[src/rtl/i2c_slave_pkg.sv]
// Shared definitions for the I2C slave byte engine: FSM encoding, bus constants, bit-count marks.
// The optional master-read path is selected by the I2C_SLAVE_READ_EN macro.
package i2c_slave_pkg;

    typedef enum logic [2:0] {
        ST_IDLE,
        ST_ADDR,
        ST_ADDR_ACK,
        ST_WRITE,
        ST_WRITE_ACK,
        ST_READ,
        ST_READ_ACK,
        ST_IGNORE
    } state_e;

    localparam logic       I2C_ACK       = 1'b0;
    localparam logic       I2C_NACK      = 1'b1;
    localparam logic [6:0] GEN_CALL_ADDR = 7'h00;

    // Bit-counter marks: value before the 8th rise, during the ACK slot, after the 9th rise.
    localparam logic [3:0] LAST_BIT_CNT  = 4'd7;
    localparam logic [3:0] ACK_SLOT_CNT  = 4'd8;
    localparam logic [3:0] ACK_CLOCK_CNT = 4'd9;

`ifdef I2C_SLAVE_READ_EN
    localparam logic READ_ENABLED = 1'b1;
`else
    localparam logic READ_ENABLED = 1'b0;
`endif

endpackage

[src/rtl/i2c_bus_cond.sv]
// Synchronizes raw SCL/SDA into clk and derives SCL edges plus START/STOP bus conditions.
module i2c_bus_cond #(
    parameter int SYNC_STAGES = 2  // at least 2
) (
    input  logic clk,
    input  logic reset_n,
    input  logic scl_i,
    input  logic sda_i,
    output logic scl_rise_o,
    output logic scl_fall_o,
    output logic sda_o,
    output logic start_o,
    output logic stop_o
);

    logic [SYNC_STAGES-1:0] scl_sync_q, sda_sync_q;
    logic                   scl_prev_q, sda_prev_q;
    logic                   scl_s, sda_s;

    // NOTE: synchronizers reset to 1 (idle bus) so reset release never looks like a bus edge.
    always_ff @(posedge clk or negedge reset_n) begin
        if (!reset_n) begin
            scl_sync_q <= '1;
            sda_sync_q <= '1;
            scl_prev_q <= 1'b1;
            sda_prev_q <= 1'b1;
        end else begin
            scl_sync_q <= {scl_sync_q[SYNC_STAGES-2:0], scl_i};
            sda_sync_q <= {sda_sync_q[SYNC_STAGES-2:0], sda_i};
            scl_prev_q <= scl_s;
            sda_prev_q <= sda_s;
        end
    end

    assign scl_s      = scl_sync_q[SYNC_STAGES-1];
    assign sda_s      = sda_sync_q[SYNC_STAGES-1];
    assign sda_o      = sda_s;
    assign scl_rise_o = scl_s & ~scl_prev_q;
    assign scl_fall_o = ~scl_s & scl_prev_q;
    assign start_o    = scl_s & scl_prev_q & sda_prev_q & ~sda_s;
    assign stop_o     = scl_s & scl_prev_q & ~sda_prev_q & sda_s;

endmodule

[src/rtl/i2c_slave_byte_engine.sv]
// Byte-level I2C slave: address match, write-byte reception with ACK, optional master read.
// Define I2C_SLAVE_READ_EN to add tx_data/tx_req and accept R/W=1 addresses.
module i2c_slave_byte_engine
    import i2c_slave_pkg::*;
#(
    parameter logic [6:0] DEV_ADDR    = 7'h50,
    parameter int         SYNC_STAGES = 2
) (
    input  logic       clk,
    input  logic       reset_n,
    input  logic       scl_in,
    input  logic       sda_in,
`ifdef I2C_SLAVE_READ_EN
    input  logic [7:0] tx_data,
    output logic       tx_req,
`endif
    output logic       sda_oe,
    output logic       start_det,
    output logic       stop_det,
    output logic [7:0] rx_data,
    output logic       rx_valid,
    output logic       rx_first,
    output logic       busy
);

    logic scl_rise, scl_fall, sda_s, start_ev, stop_ev;

    i2c_bus_cond #(.SYNC_STAGES(SYNC_STAGES)) u_bus_cond (
        .clk        (clk),
        .reset_n    (reset_n),
        .scl_i      (scl_in),
        .sda_i      (sda_in),
        .scl_rise_o (scl_rise),
        .scl_fall_o (scl_fall),
        .sda_o      (sda_s),
        .start_o    (start_ev),
        .stop_o     (stop_ev)
    );

    state_e     state_q, state_d;
    logic [3:0] bit_cnt_q, bit_cnt_d;
    logic [7:0] shift_q, shift_d;
    logic [7:0] rx_data_q, rx_data_d;
    logic       sda_oe_q, sda_oe_d;
    logic       rx_valid_q, rx_valid_d;
    logic       rx_first_q, rx_first_d;
    logic       first_pend_q, first_pend_d;
    logic       addr_hit;
`ifdef I2C_SLAVE_READ_EN
    logic       rw_q, rw_d;
    logic       tx_req_q, tx_req_d;
    logic [7:0] tx_shift_q, tx_shift_d;
`endif

    assign addr_hit = (shift_q[6:0] == DEV_ADDR) && (shift_q[6:0] != GEN_CALL_ADDR)
                    && ((sda_s == 1'b0) || READ_ENABLED);

    // NOTE: every combinational output gets a default first, so no path can infer a latch.
    always_comb begin
        state_d      = state_q;
        bit_cnt_d    = bit_cnt_q;
        shift_d      = shift_q;
        rx_data_d    = rx_data_q;
        sda_oe_d     = sda_oe_q;
        rx_valid_d   = 1'b0;
        rx_first_d   = 1'b0;
        first_pend_d = first_pend_q;
`ifdef I2C_SLAVE_READ_EN
        rw_d         = rw_q;
        tx_req_d     = 1'b0;
        tx_shift_d   = tx_shift_q;
`endif
        if (start_ev) begin
            state_d   = ST_ADDR;
            bit_cnt_d = '0;
            sda_oe_d  = 1'b0;
        end else if (stop_ev) begin
            state_d   = ST_IDLE;
            bit_cnt_d = '0;
            sda_oe_d  = 1'b0;
        end else begin
            case (state_q)
                ST_ADDR: if (scl_rise) begin
                    shift_d   = {shift_q[6:0], sda_s};
                    bit_cnt_d = bit_cnt_q + 4'd1;
                    if (bit_cnt_q == LAST_BIT_CNT) begin
                        if (addr_hit) begin
                            state_d      = ST_ADDR_ACK;
                            first_pend_d = 1'b1;
`ifdef I2C_SLAVE_READ_EN
                            rw_d         = sda_s;
`endif
                        end else begin
                            state_d = ST_IGNORE;
                        end
                    end
                end
                ST_ADDR_ACK, ST_WRITE_ACK: begin
                    if (scl_fall && bit_cnt_q == ACK_SLOT_CNT) begin
                        sda_oe_d = ~I2C_ACK;
                    end else if (scl_rise) begin
                        bit_cnt_d = ACK_CLOCK_CNT;
`ifdef I2C_SLAVE_READ_EN
                        if (state_q == ST_ADDR_ACK && rw_q) tx_req_d = 1'b1;
`endif
                    end else if (scl_fall && bit_cnt_q == ACK_CLOCK_CNT) begin
                        bit_cnt_d = '0;
                        sda_oe_d  = 1'b0;
                        state_d   = ST_WRITE;
`ifdef I2C_SLAVE_READ_EN
                        if (state_q == ST_ADDR_ACK && rw_q) begin
                            state_d    = ST_READ;
                            sda_oe_d   = ~tx_data[7];
                            tx_shift_d = {tx_data[6:0], 1'b0};
                        end
`endif
                    end
                end
                ST_WRITE: if (scl_rise) begin
                    shift_d   = {shift_q[6:0], sda_s};
                    bit_cnt_d = bit_cnt_q + 4'd1;
                    if (bit_cnt_q == LAST_BIT_CNT) begin
                        rx_data_d    = {shift_q[6:0], sda_s};
                        rx_valid_d   = 1'b1;
                        rx_first_d   = first_pend_q;
                        first_pend_d = 1'b0;
                        state_d      = ST_WRITE_ACK;
                    end
                end
`ifdef I2C_SLAVE_READ_EN
                ST_READ: begin
                    if (scl_fall) begin
                        sda_oe_d   = ~tx_shift_q[7];
                        tx_shift_d = {tx_shift_q[6:0], 1'b0};
                    end else if (scl_rise) begin
                        bit_cnt_d = bit_cnt_q + 4'd1;
                        if (bit_cnt_q == LAST_BIT_CNT) state_d = ST_READ_ACK;
                    end
                end
                ST_READ_ACK: begin
                    if (scl_fall && bit_cnt_q == ACK_SLOT_CNT) begin
                        sda_oe_d = 1'b0;
                    end else if (scl_rise) begin
                        bit_cnt_d = ACK_CLOCK_CNT;
                        if (sda_s == I2C_NACK) state_d = ST_IGNORE;
                        else                   tx_req_d = 1'b1;
                    end else if (scl_fall && bit_cnt_q == ACK_CLOCK_CNT) begin
                        bit_cnt_d  = '0;
                        state_d    = ST_READ;
                        sda_oe_d   = ~tx_data[7];
                        tx_shift_d = {tx_data[6:0], 1'b0};
                    end
                end
`endif
                default: ;
            endcase
        end
    end

    // NOTE: sequential state uses non-blocking assignments so all flops update together.
    always_ff @(posedge clk or negedge reset_n) begin
        if (!reset_n) begin
            state_q      <= ST_IDLE;
            bit_cnt_q    <= '0;
            shift_q      <= '0;
            rx_data_q    <= '0;
            sda_oe_q     <= 1'b0;
            rx_valid_q   <= 1'b0;
            rx_first_q   <= 1'b0;
            first_pend_q <= 1'b0;
`ifdef I2C_SLAVE_READ_EN
            rw_q         <= 1'b0;
            tx_req_q     <= 1'b0;
            tx_shift_q   <= '0;
`endif
        end else begin
            state_q      <= state_d;
            bit_cnt_q    <= bit_cnt_d;
            shift_q      <= shift_d;
            rx_data_q    <= rx_data_d;
            sda_oe_q     <= sda_oe_d;
            rx_valid_q   <= rx_valid_d;
            rx_first_q   <= rx_first_d;
            first_pend_q <= first_pend_d;
`ifdef I2C_SLAVE_READ_EN
            rw_q         <= rw_d;
            tx_req_q     <= tx_req_d;
            tx_shift_q   <= tx_shift_d;
`endif
        end
    end

    assign sda_oe    = sda_oe_q;
    assign start_det = start_ev;
    assign stop_det  = stop_ev;
    assign rx_data   = rx_data_q;
    assign rx_valid  = rx_valid_q;
    assign rx_first  = rx_first_q;
    assign busy      = (state_q != ST_IDLE) && (state_q != ST_IGNORE);
`ifdef I2C_SLAVE_READ_EN
    assign tx_req    = tx_req_q;
`endif

endmodule
[config.mk]
export PLATFORM = sky130hd
export DESIGN_NAME = i2c_slave_byte_engine
export DESIGN_NICKNAME = d
export VERILOG_FILES = /design/src/rtl/i2c_slave_pkg.sv /design/src/rtl/i2c_bus_cond.sv /design/src/rtl/i2c_slave_byte_engine.sv
export SDC_FILE = /design/constraint.sdc
export NUM_CORES = 1
export LEC_CHECK = 0
export BUFFER_PORTS_ARGS = -buffer_cell sky130_fd_sc_hd__buf_2
export CAP_MARGIN = 20
export CORE_UTILIZATION = 48
export DETAILED_ROUTE_END_ITERATION = 10
export GPL_TIMING_DRIVEN = 0
export PLACE_DENSITY_LB_ADDON = 0.12
export SLEW_MARGIN = 30
export SYNTH_ARGS = -nofsm -noshare
export SYNTH_HDL_FRONTEND = slang
export SYNTH_SLANG_ARGS = --single-unit
[constraint.sdc]
create_clock -name clk -period 2.78 [get_ports clk]
set_input_delay 0.278 -clock clk [delete_from_list [all_inputs] [get_ports clk]]
set_output_delay 0.278 -clock clk [all_outputs]
set_load 0.01 [all_outputs]
==> results.cfg <==
[outcome]
status = finished, final reports clean

[floorplan]
initial_core_util = 0.509
dieWidth_um = 59.1
die_h_um = 59.1
ioPinCount = 18
die-area_um2 = 3500
row_count = 20
core_area_um2 = 3080

[cts]
clk_pin_slew_worst_paths_ns = 0.10
cts_tree = built
cts_resized = 0
cts.sinks = 32
root_buffer = clkbuf_4
numCtsBuffers = 5
clock_path_buffers = 2
clock_latency_ns = 0.32
htreeDepth = 2

[logic_synthesis]
ys_seq_area_frac = 0.516
ys_seq_elements = 32
synthesis.nets = 131
yosys.cell_types.count = 44
async_flop_share = 1.00
synth-edff-count = 0
netlist_instances = 124
synthesis.area_um2 = 1570
synth_ff_type = dfrtp_1
syn_area_per_cell_um2 = 12.6
synth_warnings = 0

[global_route]
grt_max_degree = 33
gr-usage-all-layers = 0.182
grt.overflow.total = 0
grt_pass1_wl_um = 4620
antenna_found_initial = 0
grt_pass1_vias = 1003

[place]
gp_congestion = 0.809
dp_hpwl_um = 1920
post_dp_cell_area_um2 = 1710
portBuffers = 17

[sta]
setup_tns_ns = 0
setup_violations = 0
worst_slew_pin_slew_ns = 0.683
clock_skew_ns = 0.00563
fmax_ghz = 0.492
min_period_over_period = 0.731
slew_headroom = 0.544
timing.final.crit_period_ns = 2.03
drv_slew = 0
rsz0062_at_grt = no
hold_violations = 0

[layout]
n_antenna_cell = 0
design_area_um2 = 1780
nets = 156
drive_gt1_frac = 0.393
area_growth_pct = 13.6

[setup_path]
r2r_slack_ns = 0.75
critPathSlowestCell = nor4_2
cpLargestDelayFamily = simple AND/OR/NAND/NOR gates
critical_path_class = flop to flop
crit_chain = inv_1 -> ha_1 -> nand2b_1 -> nor4_2 -> nor3_1 -> a211o_1
critPathCaptureType = flop
cp_num_buf_inv = 1
crit_fanout = 5
cp_data_arrival_time_ns = 2.25
crit_path_max_incr_delay_ns = 0.55
cp_data_required_time_ns = 2.99
cp-start-kind = flop

[detailed_routing]
wl_per_cell_um = 14.0
drt_wl_total_um = 2720
route.detailed.drc = 0
routed-via-count = 1037
viasPerCell = 5.35
drtPass1Iterations = 5
ant_nets = 0
drt_iter0_markers = 41

[power_and_ir_drop]
leakagePower_uw = 0.000884
p_per_area_nw_per_um2 = 672
vdd_drop_max_v = 0.000431

[hold_path]
hp-class = input port to flop

[run]
drv_cap = 0
-- metrics by stage --
| stage | util | instances | hold WS, ns | power (uW) | worst slack (ns) |
|---|---|---|---|---|---|
| floorplan | - | 124 | -0.0176 | 842 | 0.986 |
| global placement | 0.554 | 185 | 0.345 | 917 | 0.794 |
| detailed placement | 0.554 | 185 | 0.348 | 926 | 0.784 |
| CTS | 0.578 | 194 | 0.0274 | 1210 | 0.762 |
| global route | 0.578 | 194 | 0.00883 | 1280 | 0.687 |
| finish | 0.578 | 194 | 0.0452 | 1200 | 0.748 |
-- registers in the layout, summed over array words and instances, names as in the netlist --
name,cells
u_bus_cond.scl_sync_q,2
sda_oe,1
bit_cnt_q,4
rx_valid,1
rx_first,1
rx_data,8
first_pend_q,1
u_bus_cond.sda_prev_q,1
u_bus_cond.sda_sync_q,2
state_q,3
shift_q,7
u_bus_cond.scl_prev_q,1
-- worst paths after layout --
kind | from | cells after the start | end
min in group asynchronous | reset_n | 2 | rx_data[0]
max reg2reg | bit_cnt_q[0] | 6 | bit_cnt_q[2]
min | scl_in | 1 | u_bus_cond.scl_sync_q[0]
max | bit_cnt_q[0] | 6 | bit_cnt_q[2]
max in group asynchronous | reset_n | 2 | state_q[0]
min reg2reg | u_bus_cond.scl_sync_q[0] | 0 | u_bus_cond.scl_sync_q[1]
-- Yosys cell counts (2+ instances only) --
cell type  instances  share of area
nor2b_1            2         0.0080
nand2b_1           4          0.016
dfrtp_1           26           0.42
buf_6              3          0.022
and4b_1            2          0.013
ha_1               3          0.024
nor2_1             7          0.017
a21oi_1            6          0.019
mux2_4             8          0.077
inv_1              5          0.012
mux2_2             7          0.050
nor3_1             7          0.022
nand2_1            5          0.012
and3_2             2         0.0096
nand3b_1           2         0.0096
or2_2              2         0.0080
dfstp_2            6           0.10
-- metal layers --
| metal | track usage | up-vias | part of all wire |
|---|---|---|---|
| li1 | - | 498 | - |
| met2 | 0.281 | 31 | 0.44 |
| met4 | 0.0680 | 0 | 0.015 |
| met3 | 0.0590 | 7 | 0.047 |
| met5 | 0 | - | 0 |
| met1 | 0.239 | 501 | 0.49 |
-- cell type report --
| cell class | instances | area (um2) |
|---|---|---|
| timing repair buffer | 18 | 95.1 |
| fill | 264 | 1300 |
| buffer | 5 | 52.6 |
| clock buffer | 7 | 55.1 |
| multi-input combinational | 82 | 687 |
| tap | 44 | 55.1 |
| inverter | 5 | 18.8 |
| clock inverter | 1 | 7.51 |
| sequential | 32 | 808 |
-- placed cells by master (no fill, tap or decap), drive strengths merged, types with 3 or more instances in the layout --
cell type  count
a21oi          6
and3           3
buf           21
clkbuf         8
dfrtp         26
dfstp          6
ha             3
inv            5
mux2          15
nand2          6
nand2b         4
nor2           7
nor3           7
-- power by group --
part	switching (uW)	leakage [uW]	internal [uW]
clock network	155	0.0000315	124
registers	76.8	0.000412	549
logic	146	0.000440	145
-- kinds of logic after synthesis --
logic type	synth area share
flops	0.516
compound gates	0.0775
mux	0.133
buf+inv	0.0455
fa+ha+maj	0.0240
simple gates	0.198
xor+xnor	0.00559
-- worst register-to-register path, stage by stage, from the launching register on --
cell and delay, ns:
dfrtp_1 0.42, inv_1 0.10, ha_1 0.22, nand2b_1 0.16, nor4_2 0.55, nor3_1 0.16
a211o_1 0.32
-- timing repair --
| item | 4_1_cts | 5_1_grt |
|---|---|---|
| endpoints found under the hold margin | 8 | 0 |
| setup buffers | 0 | 0 |
| hold buffers | 1 | 0 |
No activity file was read; power rests on OpenSTA's default activity.
